**src/rtl/eth_frame_tx.sv**
```systemverilog
// Ethernet frame builder: buffers one payload, then streams it out as
// destination MAC, source MAC, 16-bit length, payload and zero padding.
//
// state   | meaning
// --------+---------------------------------------------------------
// COLLECT | accepting payload bytes into the buffer
// HDR     | emitting the 12 MAC address bytes (dst then src)
// LEN     | emitting the payload length, high byte first
// PAYLOAD | emitting buffered payload bytes in arrival order
// PAD     | emitting fill bytes up to the minimum payload size
// DONE    | frame_done pulse cycle; clears the count for the next frame
module eth_frame_tx #(
  parameter logic [47:0] DST_MAC     = 48'h6805ca2a4e23,
  parameter logic [47:0] SRC_MAC     = 48'h26731bc9110c,
  parameter int          MAX_PAYLOAD = 64,
  parameter int          MIN_PAYLOAD = 46,
  parameter logic [7:0]  PAD_BYTE    = 8'h00
) (
  input  logic       i_clk,
  input  logic       i_rst,
  input  logic [7:0] i_data,
  input  logic       i_valid,
  input  logic       i_last,
  output logic       o_ready,
  output logic [7:0] o_eth_wdata,
  output logic       o_eth_wvalid,
  input  logic       i_eth_wready,
  output logic       o_busy,
  output logic       o_frame_done
);

  localparam int          AW      = (MAX_PAYLOAD > 1) ? $clog2(MAX_PAYLOAD) : 1;
  localparam logic [15:0] MAX_N   = 16'(MAX_PAYLOAD);
  localparam logic [15:0] MIN_N   = 16'(MIN_PAYLOAD);
  localparam logic [95:0] MAC_HDR = {DST_MAC, SRC_MAC};

  typedef enum logic [2:0] {COLLECT, HDR, LEN, PAYLOAD, PAD, DONE} state_t;

  state_t      state, state_nxt;
  logic [15:0] n, n_nxt;
  logic [15:0] cnt, cnt_nxt;
  logic        ready_nxt, wvalid_nxt, busy_nxt, done_nxt;
  logic [7:0]  wdata_nxt;
  logic        accept, xfer;
  logic [AW-1:0] rd_idx;
  logic [7:0]  mem [MAX_PAYLOAD];

  // Header byte k of the 12-byte MAC address block, MSB byte first.
  function automatic logic [7:0] hdr_byte(input logic [3:0] k);
    hdr_byte = 8'h00;
    for (int i = 0; i < 12; i++) begin
      if (k == 4'(i)) hdr_byte = MAC_HDR[95-8*i -: 8];
    end
  endfunction

  assign accept = i_valid & o_ready;
  assign xfer   = o_eth_wvalid & i_eth_wready;
  assign rd_idx = cnt[AW-1:0] + AW'(1);

  // Payload buffer; no reset needed since N bounds every read.
  always_ff @(posedge i_clk) begin
    if (accept) mem[n[AW-1:0]] <= i_data;
  end

  // State and registered outputs.
  always_ff @(posedge i_clk) begin
    if (i_rst) begin
      state        <= COLLECT;
      n            <= '0;
      cnt          <= '0;
      o_ready      <= 1'b0;
      o_eth_wvalid <= 1'b0;
      o_eth_wdata  <= '0;
      o_busy       <= 1'b0;
      o_frame_done <= 1'b0;
    end else begin
      state        <= state_nxt;
      n            <= n_nxt;
      cnt          <= cnt_nxt;
      o_ready      <= ready_nxt;
      o_eth_wvalid <= wvalid_nxt;
      o_eth_wdata  <= wdata_nxt;
      o_busy       <= busy_nxt;
      o_frame_done <= done_nxt;
    end
  end

  // Next state and next output values; the byte to present after each
  // transfer is chosen here so the output stays registered without bubbles.
  always_comb begin
    state_nxt  = state;
    n_nxt      = n;
    cnt_nxt    = cnt;
    ready_nxt  = o_ready;
    wvalid_nxt = o_eth_wvalid;
    wdata_nxt  = o_eth_wdata;
    busy_nxt   = o_busy;
    done_nxt   = 1'b0;
    case (state)
      COLLECT: begin
        ready_nxt = 1'b1;
        if (accept) begin
          n_nxt = n + 16'd1;
          if (i_last || (n + 16'd1 == MAX_N)) begin
            state_nxt  = HDR;
            ready_nxt  = 1'b0;
            wvalid_nxt = 1'b1;
            wdata_nxt  = hdr_byte(4'd0);
            busy_nxt   = 1'b1;
            cnt_nxt    = '0;
          end
        end
      end
      HDR: begin
        if (xfer) begin
          if (cnt == 16'd11) begin
            state_nxt = LEN;
            cnt_nxt   = '0;
            wdata_nxt = n[15:8];
          end else begin
            cnt_nxt   = cnt + 16'd1;
            wdata_nxt = hdr_byte(cnt[3:0] + 4'd1);
          end
        end
      end
      LEN: begin
        if (xfer) begin
          if (cnt == 16'd0) begin
            cnt_nxt   = 16'd1;
            wdata_nxt = n[7:0];
          end else begin
            state_nxt = PAYLOAD;
            cnt_nxt   = '0;
            wdata_nxt = mem[0];
          end
        end
      end
      PAYLOAD: begin
        if (xfer) begin
          if (cnt == n - 16'd1) begin
            cnt_nxt = '0;
            if (n < MIN_N) begin
              state_nxt = PAD;
              wdata_nxt = PAD_BYTE;
            end else begin
              state_nxt  = DONE;
              wvalid_nxt = 1'b0;
              busy_nxt   = 1'b0;
              done_nxt   = 1'b1;
            end
          end else begin
            cnt_nxt   = cnt + 16'd1;
            wdata_nxt = mem[rd_idx];
          end
        end
      end
      PAD: begin
        if (xfer) begin
          if (cnt == MIN_N - n - 16'd1) begin
            state_nxt  = DONE;
            cnt_nxt    = '0;
            wvalid_nxt = 1'b0;
            busy_nxt   = 1'b0;
            done_nxt   = 1'b1;
          end else begin
            cnt_nxt = cnt + 16'd1;
          end
        end
      end
      DONE: begin
        state_nxt = COLLECT;
        n_nxt     = '0;
        cnt_nxt   = '0;
        ready_nxt = 1'b1;
      end
      default: state_nxt = COLLECT;
    endcase
  end

endmodule
```
**config.mk**
```make
export PLATFORM = sky130hd
export DESIGN_NAME = eth_frame_tx
export DESIGN_NICKNAME = d
export VERILOG_FILES = /design/src/rtl/eth_frame_tx.sv
export SDC_FILE = /design/constraint.sdc
export NUM_CORES = 1
export LEC_CHECK = 0
export ABC_CLOCK_PERIOD_IN_PS = 4800
export CORE_MARGIN = 10
export CORE_UTILIZATION = 35
export CTS_CLUSTER_DIAMETER = 60
export DETAILED_ROUTE_END_ITERATION = 10
export PLACE_DENSITY = 0.57
export SLEW_MARGIN = 20
export SYNTH_ARGS = -nofsm -noshare
export SYNTH_HDL_FRONTEND = slang
export SYNTH_SLANG_ARGS = --single-unit
```
**constraint.sdc**
```tcl
create_clock -name i_clk -period 4.8 [get_ports i_clk]
set_input_delay 0.96 -clock i_clk [delete_from_list [all_inputs] [get_ports i_clk]]
set_output_delay 0.96 -clock i_clk [all_outputs]
set_load 0.005 [all_outputs]
```
Word level (Yosys, flattened, before mapping):

Memories as Yosys holds them, arrays and structs flattened.
Cells that the tools add are included.

* flip-flop bits (word level): 46
* latch bits: 0
* RAM bits: 512
* bits in read-only memories: 0
* input port bits: 13
* output and inout port bits: 12
* word-level logic and storage cells: 129
* memories: 1

Memory list
* mem: words 64, width 8, read ports 2, clocked after Yosys merged registers in 0, write ports 1, RTL line 46 `logic [7:0] mem [MAX_PAYLOAD];`

* add/subtract/negate cells: 7
* $mul: 0
* div/mod/pow operators: 0
* $lt $le $gt $ge: 1
* eq/ne operators: 32
* shift-type cells: 0
* muxes and demuxes: 66
* bitwise operators: 2
* reductions and logical operators: 13

Operators with widths (count)
* 16-bit two-way mux: 10
* 8-bit two-way mux: 20
* 16-bit case mux with 6 select lines: 1
* 16-bit by 1-bit adder with 16-bit output (second input constant): 2
* 16-bit equality test: 2
* 16-bit case mux with 2 select lines: 1
* 8-bit case mux with 4 select lines: 1
* 16-bit by 1-bit subtractor with 16-bit output (second input constant): 2
* 3-bit two-way mux: 10
* 2-bit != test (second input constant): 11
* 1-bit two-way mux: 18
* 16-bit by 4-bit equality test with 1-bit output (second input constant): 1
* 16-bit by 7-bit equality test with 1-bit output (second input constant): 1
* 4-bit by 3-bit equality test with 1-bit output (second input constant): 4
* 4-bit equality test (second input constant): 4
* 16-bit logical NOT: 1
* 16-bit by 6-bit less-than comparator with 1-bit output (second input constant): 1
* 6-bit by 16-bit subtractor with 16-bit output (first input constant): 1
* 3-bit case mux with 5 select lines: 1
* 7-bit AND reduction: 2
* 10-bit AND reduction: 1
* 4-bit by 2-bit equality test with 1-bit output (second input constant): 2
* 8-bit AND reduction: 1
* 7-bit two-way mux: 1
* other kinds (18): 22

Longest topological paths before layout:

Gate-level depths: netlist of the first run.

* word-level depth: 17
* mapped depth: 14
* mapped depth without buffers: 11

Worst setup path after synthesis of the first run:

OpenSTA, ideal clock, no wires.

* kind: register to register
* from: reg cnt[0]
* to: reg o_eth_wdata[1]
* setup time: 134 ps
* data arrival time: 3841 ps
* required time: 4666 ps
* path slack: 825 ps
* stages on the path, launching flop included: 15
* path buffers: 6
* clock period less this slack: 3975 ps
* path through: dfxtp_1 buf_2 buf_4 buf_2 inv_1 ha_1 clkbuf_1 clkbuf_1 clkbuf_1 mux4_2 mux4_2 a211oi_1 a211oi_1 nor2_1 a211oi_1

* longest elaborated chain between the ends: 16
* elaborated cells between the ends (all ways): 37
* those cells by class: 2 x add/sub; 14 x eq/ne; 18 x mux; 2 x reduce/logical; 1 x memory

RTL lines
* from (decl): RTL line 41 `logic [15:0] cnt, cnt_nxt;`
* from (signal assigned): RTL line 79 `cnt <= cnt_nxt;`
* 4-bit by 1-bit adder with 4-bit output: RTL line 122 `wdata_nxt = hdr_byte(cnt[3:0] + 4'd1);`
* 4-bit by 1-bit equality test with 1-bit output: RTL line 52 `if (k == 4'(i)) hdr_byte = MAC_HDR[95-8*i -: 8];`
* 8-bit two-way mux (11 in series): RTL line 52
* 8-bit two-way mux: RTL line 116 `if (cnt == 16'd11) begin`
* 8-bit two-way mux: RTL line 115 `if (xfer) begin`
* 8-bit case mux with 4 select lines: RTL line 99 `case (state)`
* to (signal assigned): RTL line 82 `o_eth_wdata <= wdata_nxt;`
* to (decl): RTL line 25 `output logic [7:0] o_eth_wdata,`

Parallel ways exist; a longest one is shown, timed or not. The select of a mux whose other input is x is not followed.
A chain may end at the register's enable or synchronous reset.

Worst setup path after layout of the first run:

* from: reg n[1]
* to: reg cnt[1]

* longest elaborated chain between the ends: 6
* elaborated cells between the ends (all ways): 15
* those cells by class: 4 x add/sub; 4 x eq/ne; 5 x mux; 2 x reduce/logical

RTL lines
* from (decl): RTL line 40 `logic [15:0] n, n_nxt;`
* from (signal assigned): RTL line 78 `n <= n_nxt;`
* 6-bit by 16-bit subtractor with 16-bit output: RTL line 159 `if (cnt == MIN_N - n - 16'd1) begin`
* 16-bit by 1-bit subtractor with 16-bit output: RTL line 159
* 16-bit equality test: RTL line 159
* 16-bit two-way mux: RTL line 159
* 16-bit two-way mux: RTL line 158 `if (xfer) begin`
* 16-bit case mux with 6 select lines: RTL line 99

Parallel ways exist; a longest one is shown, timed or not. The select of a mux whose other input is x is not followed.

==> impl_metrics.toml, run 1 <==
[worst_setup_path]
reg2reg_from = "n[1]$_SDFFE_PP0P_"
r2r.worst_path.cells = 11
crit_arrival_ns = 4.61
start_kind = "flip-flop"
path_cells = "inv_1 > ha_1 > a21boi_0 > nand2_1 > nor3_1 > xor2_1 > or4_4 > o31ai_4 > o221a_4 > nor2_2 > a32o_1"
critPathTopFamily = "compound AO/OA/AOI/OAI gates"
required_ns = 5.31
critPathMaxStageDelay_ns = 0.56
critPathKind = "flip-flop to flip-flop"
r2r_slack_ns = 0.71
worst-path-max-fanout = 11
slowest_stage = "dfxtp_1"
r2r-end = "cnt[1]$_SDFFE_PP0P_"
endpoint_kind = "flip-flop"
worst-path-buf-inv = 1

[timing]
final_hold_viol_count = 0
tightestPinTransition_ns = 1.08
period_needed_ns = 4.09
max_freq_mhz = 244
drv_slew = 0
rsz0062_at_grt = "no"
tns_ns = 0
relSlewSlack = 0.278
clock_skew_ns = 0.0123
setup_viol = 0
post-route-period-util = 0.853
worst_slack_ns = 0.707

[finish]
fin_nets = 1490
diodes = 0
final_cells = 2390
area_growth_pct = 15.3
drive_gt1_frac = 0.241

[routing]
routed_wl_um = 60200
drtIter0Drc = 1325
routedWlPerCell_um = 25.2
vias = 13117
viasPerCell = 5.49
route.detailed.drc = 0
dr.pass1.iters = 5
ant_nets = 0

[global_route]
grt_pass1_wl_um = 89900
top_usage_layer = "met2"
grt_max_degree = 84
grt_pass1_vias = 13356
met3_usage = 0.0265
grt_use_met1 = 0.216
antenna_found_initial = 0
grt-ovfl-total = 0
use_met2 = 0.237
grt_usage = 0.153

[hold_path]
hold_class = "flip-flop to flip-flop"
worstHoldEndpoint = "o_eth_wdata[4]$_SDFFE_PP0P_"
hp-start = "o_eth_wdata[4]$_SDFFE_PP0P_"
hold_depth = 2

[logic_synthesis]
synth_nets = 1412
postSynthAreaPerCell_sq_um = 17.2
synth_enable_flop_cells = 512
synth_seq_cells = 558
post_synth_inst_count = 1386
ys_seq_area_frac = 0.683
synth_flop_cell = "edfxtp_1"
syn-cell-area_sq_um = 23900
yosysWarningCount = 0
synth.most_common_cell = "edfxtp_1"
yosys.area.top_type = "edfxtp_1"
synth_cell_types = 73
synth_commonest_cells = "512 x edfxtp_1, 160 x mux4_2, 132 x nor2_1"
synthArstFlopShare = 0
synth.top_cell.area_share = 0.644
synth_area_leaders = "edfxtp_1 64%, mux4_2 15%, dfxtp_1 3.9%"

[run]
max_cap_violations = 0

[clock_tree]
clk_pin_slew_ns = 0.06
numCtsBuffers = 61
cts_max_level = 2
cts_tree = "yes"
cts.sinks = 558
postCtsHoldBufs = 0
cts_resized = 0
cts_root_buf = "clkbuf_16"
cts_post_setup_buffers_inserted = 0
clock_latency_ns = 0.63
max-clock-path-buffers = 3

[run_status]
outcome = "finished clean"

[floorplanning]
die_w_um = 281
num_rows = 95
start_util = 0.354
coreArea_sq_um = 67400
die_area_sq_um = 79000
io_pins = 25
die_y_um = 281

[power_and_ir_drop]
vdd_drop_max_mv = 0.298
power_density_nw_per_um2 = 393
p_total_uw = 10800
p_leak_uw = 0.00866

[placed_design]
post-place-ws_ns = 0.739
dp_hpwl_um = 38700
port_buffers = 24
place.gp.congestion = 0.828
placedCellCount = 2274
state kept, by name, summed over array words and instances (netlist names):
register      cells
cnt              16
mem             512
n                16
o_busy            1
o_eth_wdata       8
o_frame_done      1
o_ready           1
state             3
routing by layer:
metal	vias to the layer above	wire length (um)
met5	-	0
met4	0	1590
met3	89	3850
met2	415	27800
met1	6872	27000
li1	5741	-
worst max-delay path by stage:
| stage | startpoint | to | slack (ns) | depth (start not counted) |
|---|---|---|---|---|
| after floorplan | cnt[0]$_SDFFE_PP0P_ | o_eth_wdata[1]$_SDFFE_PP0P_ | 0.83 | 14 |
| after global placement | n[3]$_SDFFE_PP0P_ | cnt[5]$_SDFFE_PP0P_ | 0.79 | 8 |
| after detailed placement | n[3]$_SDFFE_PP0P_ | o_eth_wdata[0]$_SDFFE_PP0P_ | 0.74 | 9 |
| after CTS | n[3]$_SDFFE_PP0P_ | cnt[5]$_SDFFE_PP0P_ | 0.74 | 8 |
| after global routing | n[3]$_SDFFE_PP0P_ | o_eth_wdata[0]$_SDFFE_PP0P_ | 0.39 | 9 |
| final | n[1]$_SDFFE_PP0P_ | cnt[1]$_SDFFE_PP0P_ | 0.71 | 11 |
stage by stage:
step	hold WS, ns	util	instance area (sq um)
floorplan	0.492	-	23900
global placement	0.528	0.378	25500
detailed placement	0.526	0.378	25500
CTS	0.516	0.408	27500
global route	0.529	0.408	27500
finish	0.530	0.408	27500
layout make-up:
type                            instances  area (sq um)
Fill cell                            6041         39900
Clock buffer                           75          1600
Clock inverter                         41           433
Timing Repair Buffer                  108           881
Multi-Input combinational cell        721          7160
Tap cell                              873          1090
Inverter                               14          52.6
Sequential cell                       558         16300
layout by cell type (no fill, tap or decap), types with 8 or more instances in the layout:
| cell type | instances |
|---|---|
| edfxtp_1 | 512 |
| mux4_2 | 160 |
| nor2_1 | 132 |
| buf_4 | 80 |
| clkbuf_16 | 62 |
| nand2_1 | 48 |
| dfxtp_1 | 45 |
| a21oi_1 | 39 |
| xor2_1 | 26 |
| nand3_1 | 23 |
| xnor2_1 | 23 |
| a211oi_1 | 22 |
| o21ai_0 | 20 |
| mux2i_1 | 19 |
| clkdlybuf4s50_1 | 16 |
| inv_1 | 14 |
| clkinv_1 | 14 |
| nand4_1 | 13 |
| clkbuf_1 | 13 |
| nor3_1 | 12 |
| nor4_1 | 12 |
| and2_1 | 12 |
| ha_1 | 12 |
| a31oi_1 | 9 |
| clkinv_2 | 9 |
| nor2b_1 | 8 |
| a311oi_1 | 8 |
| and3_1 | 8 |
| buf_2 | 8 |
worst min-delay path: cells and delay by family, from the launching register on:
family	cells	cell delay [ns]
flip-flops	1	0.33
AND/OR/NAND/NOR	1	0.10
AO/OA/AOI/OAI	1	0.05
power breakdown:
part | internal (uW) | total [uW] | switching [uW] | leakage [uW]
clock | 2760 | 4710 | 1950 | 0.000986
combinational | 264 | 691 | 427 | 0.00270
sequential | 5350 | 5430 | 71.9 | 0.00498
cell families (layout without fill, tap and decap cells):
logic type,Yosys count,in the layout,share of synthesized area
flops,558,558,0.683
simple gates,313,313,0.0645
mux,180,180,0.159
compound gates,163,163,0.0479
buf+inv,107,238,0.0196
xor+xnor,52,52,0.0191
fa+ha+maj,13,13,0.00681
(Power assumes the default switching activity.)
==> run 2: changes to the inputs <==
Settings changed: CORE_UTILIZATION 35 to 45, PLACE_DENSITY 0.57 to 0.68.
==> run 2 against run 1 <==
Power shrank 4.9%. Critical path depth down 2. Register-to-register slack gained 0.22 ns. Critical path type unchanged.
==> impl_metrics.toml, run 2 (synthesis gave the netlist of run 1 again) <==
[run_status]
outcome = "finished clean"

[global_route]
grt_usage = 0.179
grt_max_degree = 99
grt_pass1_vias = 13096
antenna_found_initial = 0
grt-ovfl-total = 0
grt_pass1_wl_um = 85300

[clock_tree]
cts_resized = 0
numCtsBuffers = 57
clk_pin_slew_ns = 0.07
cts_tree = "yes"
postCtsHoldBufs = 0
cts_max_level = 2
clock_latency_ns = 0.63
cts_post_setup_buffers_inserted = 0
max-clock-path-buffers = 3
cts_root_buf = "clkbuf_16"
cts.sinks = 558

[power_and_ir_drop]
switchingPower_uw = 2330
pwr-share-comb = 0.064
p_int_uw = 7970
clockPowerShare = 0.409
vdd_drop_max_mv = 0.294
p_leak_uw = 0.00849
power_density_nw_per_um2 = 382
power_frac_seq = 0.527
swShare = 0.226

[worst_setup_path]
slowest_stage = "dfxtp_1"
endpoint_kind = "flip-flop"
required_ns = 5.33
worst-path-max-fanout = 24
path_cells = "nand3_4 > or4_1 > a2111oi_0 > o2111ai_1 > o21bai_2 > nand2_1 > nor2_2 > nor2_1 > a311oi_1"
crit_arrival_ns = 4.40
start_kind = "flip-flop"
critPathKind = "flip-flop to flip-flop"
critPathMaxStageDelay_ns = 0.89

[placed_design]
port_buffers = 24
dp_hpwl_um = 35000
place.gp.congestion = 0.884

[finish]
area_growth_pct = 13.0
layout_common_cells = "512 x edfxtp_1, 160 x mux4_2, 132 x nor2_1, 74 x buf_4, 58 x clkbuf_16"
fin_nets = 1477
largest_reg_flops = 512
diodes = 0
layout_commonest_cell = "edfxtp_1"
drive_gt1_frac = 0.231

[timing]
rsz0062_at_grt = "no"
tightestPinTransition_ns = 0.997
setup_viol = 0
period_needed_ns = 3.87
final_hold_viol_count = 0
post-route-period-util = 0.806
clock_skew_ns = 0.0254
relSlewSlack = 0.334
holdWs_ns = 0.510
max_freq_mhz = 258
drv_slew = 0
tns_ns = 0

[floorplanning]
die_y_um = 250
start_util = 0.454
coreArea_sq_um = 52600
die_area_sq_um = 62700
die_w_um = 250
io_pins = 25
num_rows = 84

[routing]
routed_wl_um = 56300
route.detailed.drc = 0
viasPerCell = 6.04
vias = 13185
drtIter0Drc = 1487
routedWlPerCell_um = 25.8
ant_nets = 0
dr.pass1.iters = 5

[hold_path]
hold_class = "flip-flop to flip-flop"

[run]
max_cap_violations = 0
## run 2: routing by layer
layer  up-vias  track usage  share of wire
li1       5717            -              -
met1      6822        0.249           0.43
met2       544        0.280           0.47
met3       102       0.0347          0.073
met4         0       0.0537          0.027
met5         -            0              0
## run 2: area by class of cell
class | instances | area [sq um]
Tap cell | 688 | 861
Timing Repair Buffer | 99 | 836
Clock inverter | 33 | 251
Clock buffer | 69 | 1510
Fill cell | 4189 | 25600
Multi-Input combinational cell | 721 | 7160
Inverter | 14 | 52.6
Sequential cell | 558 | 16300
## run 2: worst paths after layout
check | endpoint | from | slack, ns | cells past startpoint
max | o_eth_wdata[2]$_SDFFE_PP0P_ | n[3]$_SDFFE_PP0P_ | 0.93 | 9
max reg2reg | o_eth_wdata[2]$_SDFFE_PP0P_ | n[3]$_SDFFE_PP0P_ | 0.93 | 9
min | o_eth_wdata[1]$_SDFFE_PP0P_ | o_eth_wdata[1]$_SDFFE_PP0P_ | 0.51 | 2
min reg2reg | o_eth_wdata[1]$_SDFFE_PP0P_ | o_eth_wdata[1]$_SDFFE_PP0P_ | 0.51 | 2
## run 2: power by group through the flow
stage | clock (uW) | sequential [uW] | combinational (uW)
after floorplan | 0 | 5490 | 419
after CTS | 4300 | 5420 | 666
after global placement | 0 | 5520 | 654
after global routing | 4470 | 5430 | 728
after detailed placement | 0 | 5530 | 664
final | 4210 | 5430 | 663
## run 2: critical path, delay by kind of cell, from the launching register on
family	cells	cell delay, ns
compound gates	4	1.18
simple gates	5	1.70
flops	1	0.89
## run 2: per-stage QoR
step	area (sq um)	power, uW	utilization	std cells	setup WS, ns
6_report	27000	10300	0.513	2182	0.931
5_1_grt	27000	10600	0.513	2182	0.542
4_1_cts	27000	10400	0.513	2182	0.970
3_5_place_dp	25200	6190	0.479	2080	0.994
3_3_place_gp	25200	6180	0.479	2080	1.07
2_1_floorplan	23900	5900	-	1386	0.825
==> run 3: changes to the inputs <==
Settings changed: ABC_CLOCK_PERIOD_IN_PS 4800 to 3200, PLACE_DENSITY 0.68 to 0.71.
Clock period 4.8 ns to 3.2 ns, I/O delays scaled along.
==> run 3 against run 2 <==
First-iteration DRC count fell by 19%. Global-route usage fell by 0.47 points. Sequential share of layout area fell by 2.6 points. Sequential power rose by 49%. Utilization rose by 2.3 points. Critical path depth rose by 3. Combinational power rose by 87%. Die area did not move. Routed wire length fell by 1.7%. Fmax rose by 26%. Worst setup slack got worse by 0.81 ns.
==> impl_metrics.toml, run 3 (synthesis gave the netlist of run 1 again) <==
[run_status]
outcome = "finished clean"

[timing]
period_needed_ns = 3.08
tightestPinTransition_ns = 1.05
setup_viol = 0
post-route-period-util = 0.961
relSlewSlack = 0.297
worst_slack_ns = 0.123
final_hold_viol_count = 0
max_freq_mhz = 325
tns_ns = 0
drv_slew = 0
holdWs_ns = 0.465
clock_skew_ns = 0.0139
rsz0062_at_grt = "no"

[floorplanning]
start_util = 0.454
die_w_um = 250
num_rows = 84
io_pins = 25
die_area_sq_um = 62700
die_y_um = 250
coreArea_sq_um = 52600

[global_route]
antenna_found_initial = 0
grt_usage = 0.174
grt_pass1_wl_um = 84500
grt_pass1_vias = 13664
grt-ovfl-total = 0
grt_max_degree = 65

[finish]
diodes = 0
layout_common_cells = "512 x edfxtp_1, 190 x buf_4, 160 x mux4_2, 132 x nor2_1, 58 x clkbuf_16"
largest_reg_flops = 512
area_growth_pct = 18.0
fin_nets = 1603
final_cells = 2307
layout_commonest_cell = "edfxtp_1"
drive_gt1_frac = 0.308

[routing]
viasPerCell = 5.84
drtIter0Drc = 1207
route.detailed.drc = 0
routed_wl_um = 55400
ant_nets = 0
vias = 13472
routedWlPerCell_um = 24.0
dr.pass1.iters = 6

[clock_tree]
cts_root_buf = "clkbuf_16"
clk_pin_slew_ns = 0.06
postCtsHoldBufs = 0
cts_max_level = 2
max-clock-path-buffers = 3
clock_latency_ns = 0.60
numCtsBuffers = 57
cts_tree = "yes"
cts.sinks = 558

[worst_setup_path]
endpoint_kind = "flip-flop"
worst-path-max-fanout = 22
required_ns = 3.67
critPathKind = "flip-flop to flip-flop"
start_kind = "flip-flop"
reg2reg_from = "cnt[0]$_SDFFE_PP0P_"
r2r_slack_ns = 0.12
r2r.worst_path.cells = 12
r2r-end = "o_eth_wdata[1]$_SDFFE_PP0P_"
crit_arrival_ns = 3.55

[power_and_ir_drop]
p_leak_uw = 0.00919
p_int_uw = 12300
clockPowerShare = 0.406
swShare = 0.219
pwr-share-comb = 0.079
p_total_uw = 15700
power_frac_seq = 0.515
vdd_drop_max_mv = 0.482
switchingPower_uw = 3450
power_density_nw_per_um2 = 559

[hold_path]
worstHoldEndpoint = "mem[54][6]$_DFFE_PP_"
hold_depth = 1
hp-start = "i_data[6]"
hold_class = "primary input to flip-flop"

[placed_design]
dp_hpwl_um = 37300
place.gp.congestion = 0.936
port_buffers = 24
post-place-ws_ns = -0.168
placedCellCount = 2199

[run]
max_cap_violations = 0
run 3: changes by cell type in the layout (fill, tap and decap cells not counted), moves of 5 or more:
cell,previous run,this run
clkinv_1,17,6
a2111oi_0,5,0
buf_12,5,12
clkbuf_1,8,16
clkinv_4,0,6
buf_4,74,190
run 3: worst max path at each step:
| stage | start | to | slack [ns] | cells past startpoint |
|---|---|---|---|---|
| after global placement | n[1]$_SDFFE_PP0P_ | o_eth_wdata[2]$_SDFFE_PP0P_ | -0.05 | 13 |
| after detailed placement | n[2]$_SDFFE_PP0P_ | o_eth_wdata[2]$_SDFFE_PP0P_ | -0.17 | 13 |
| after global routing | n[3]$_SDFFE_PP0P_ | o_eth_wdata[2]$_SDFFE_PP0P_ | 0.02 | 11 |
| final | cnt[0]$_SDFFE_PP0P_ | o_eth_wdata[1]$_SDFFE_PP0P_ | 0.12 | 12 |
| after CTS | cnt[0]$_SDFFE_PP0P_ | o_eth_wdata[3]$_SDFFE_PP0P_ | 0.006 | 12 |
| after floorplan | cnt[0]$_SDFFE_PP0P_ | o_eth_wdata[5]$_SDFFE_PP0P_ | 0.004 | 13 |
run 3: through the flow:
stage,utilization,instance area [sq um]
after detailed placement,0.498,26200
after global routing,0.536,28200
after CTS,0.532,28000
after floorplan,-,24000
after global placement,0.498,26200
final,0.536,28200
run 3: cell type report:
type	instances	area, sq um
clock inverters	28	314
clock buffers	73	1490
inverters	14	52.6
fillers	4096	24400
well taps	688	861
repair buffers	225	1890
multi-input cells	721	7270
flip-flops and latches	558	16300
run 3: power by group through the flow:
stage	Sequential (uW)	Combinational [uW]	Clock [uW]
2_1_floorplan	8230	638	0
5_1_grt	8100	1340	6830
3_5_place_dp	8250	1150	0
3_3_place_gp	8250	1120	0
6_report	8100	1240	6400
4_1_cts	8100	1170	6510
run 3: worst max-delay path, stage by stage (launching register included):
cell and delay, ns:
dfxtp_4 0.37, inv_1 0.08, ha_4 0.36, buf_12 0.20
buf_4 0.23, mux4_2 0.32, mux4_2 0.48, and2_1 0.17
a211oi_1 0.22, buf_4 0.17, a211oi_1 0.05, nor2_1 0.18
a211oi_1 0.09
run 3: per-layer routing:
layer  vias up  track usage  part of all wire
met4         0       0.0552             0.024
li1       5967            -                 -
met5         -            0                 0
met2       492        0.283              0.49
met3        84       0.0304             0.071
met1      6929        0.234              0.41
run 3: timing repair:
| action | in CTS | in global routing |
|---|---|---|
| setup buffers | 0 | 5 |
| gates resized for setup | 3 | 29 |
| pin swaps | 1 | 3 |
| endpoints found under the setup margin | 12 | 27 |
| gates cloned | 0 | 1 |
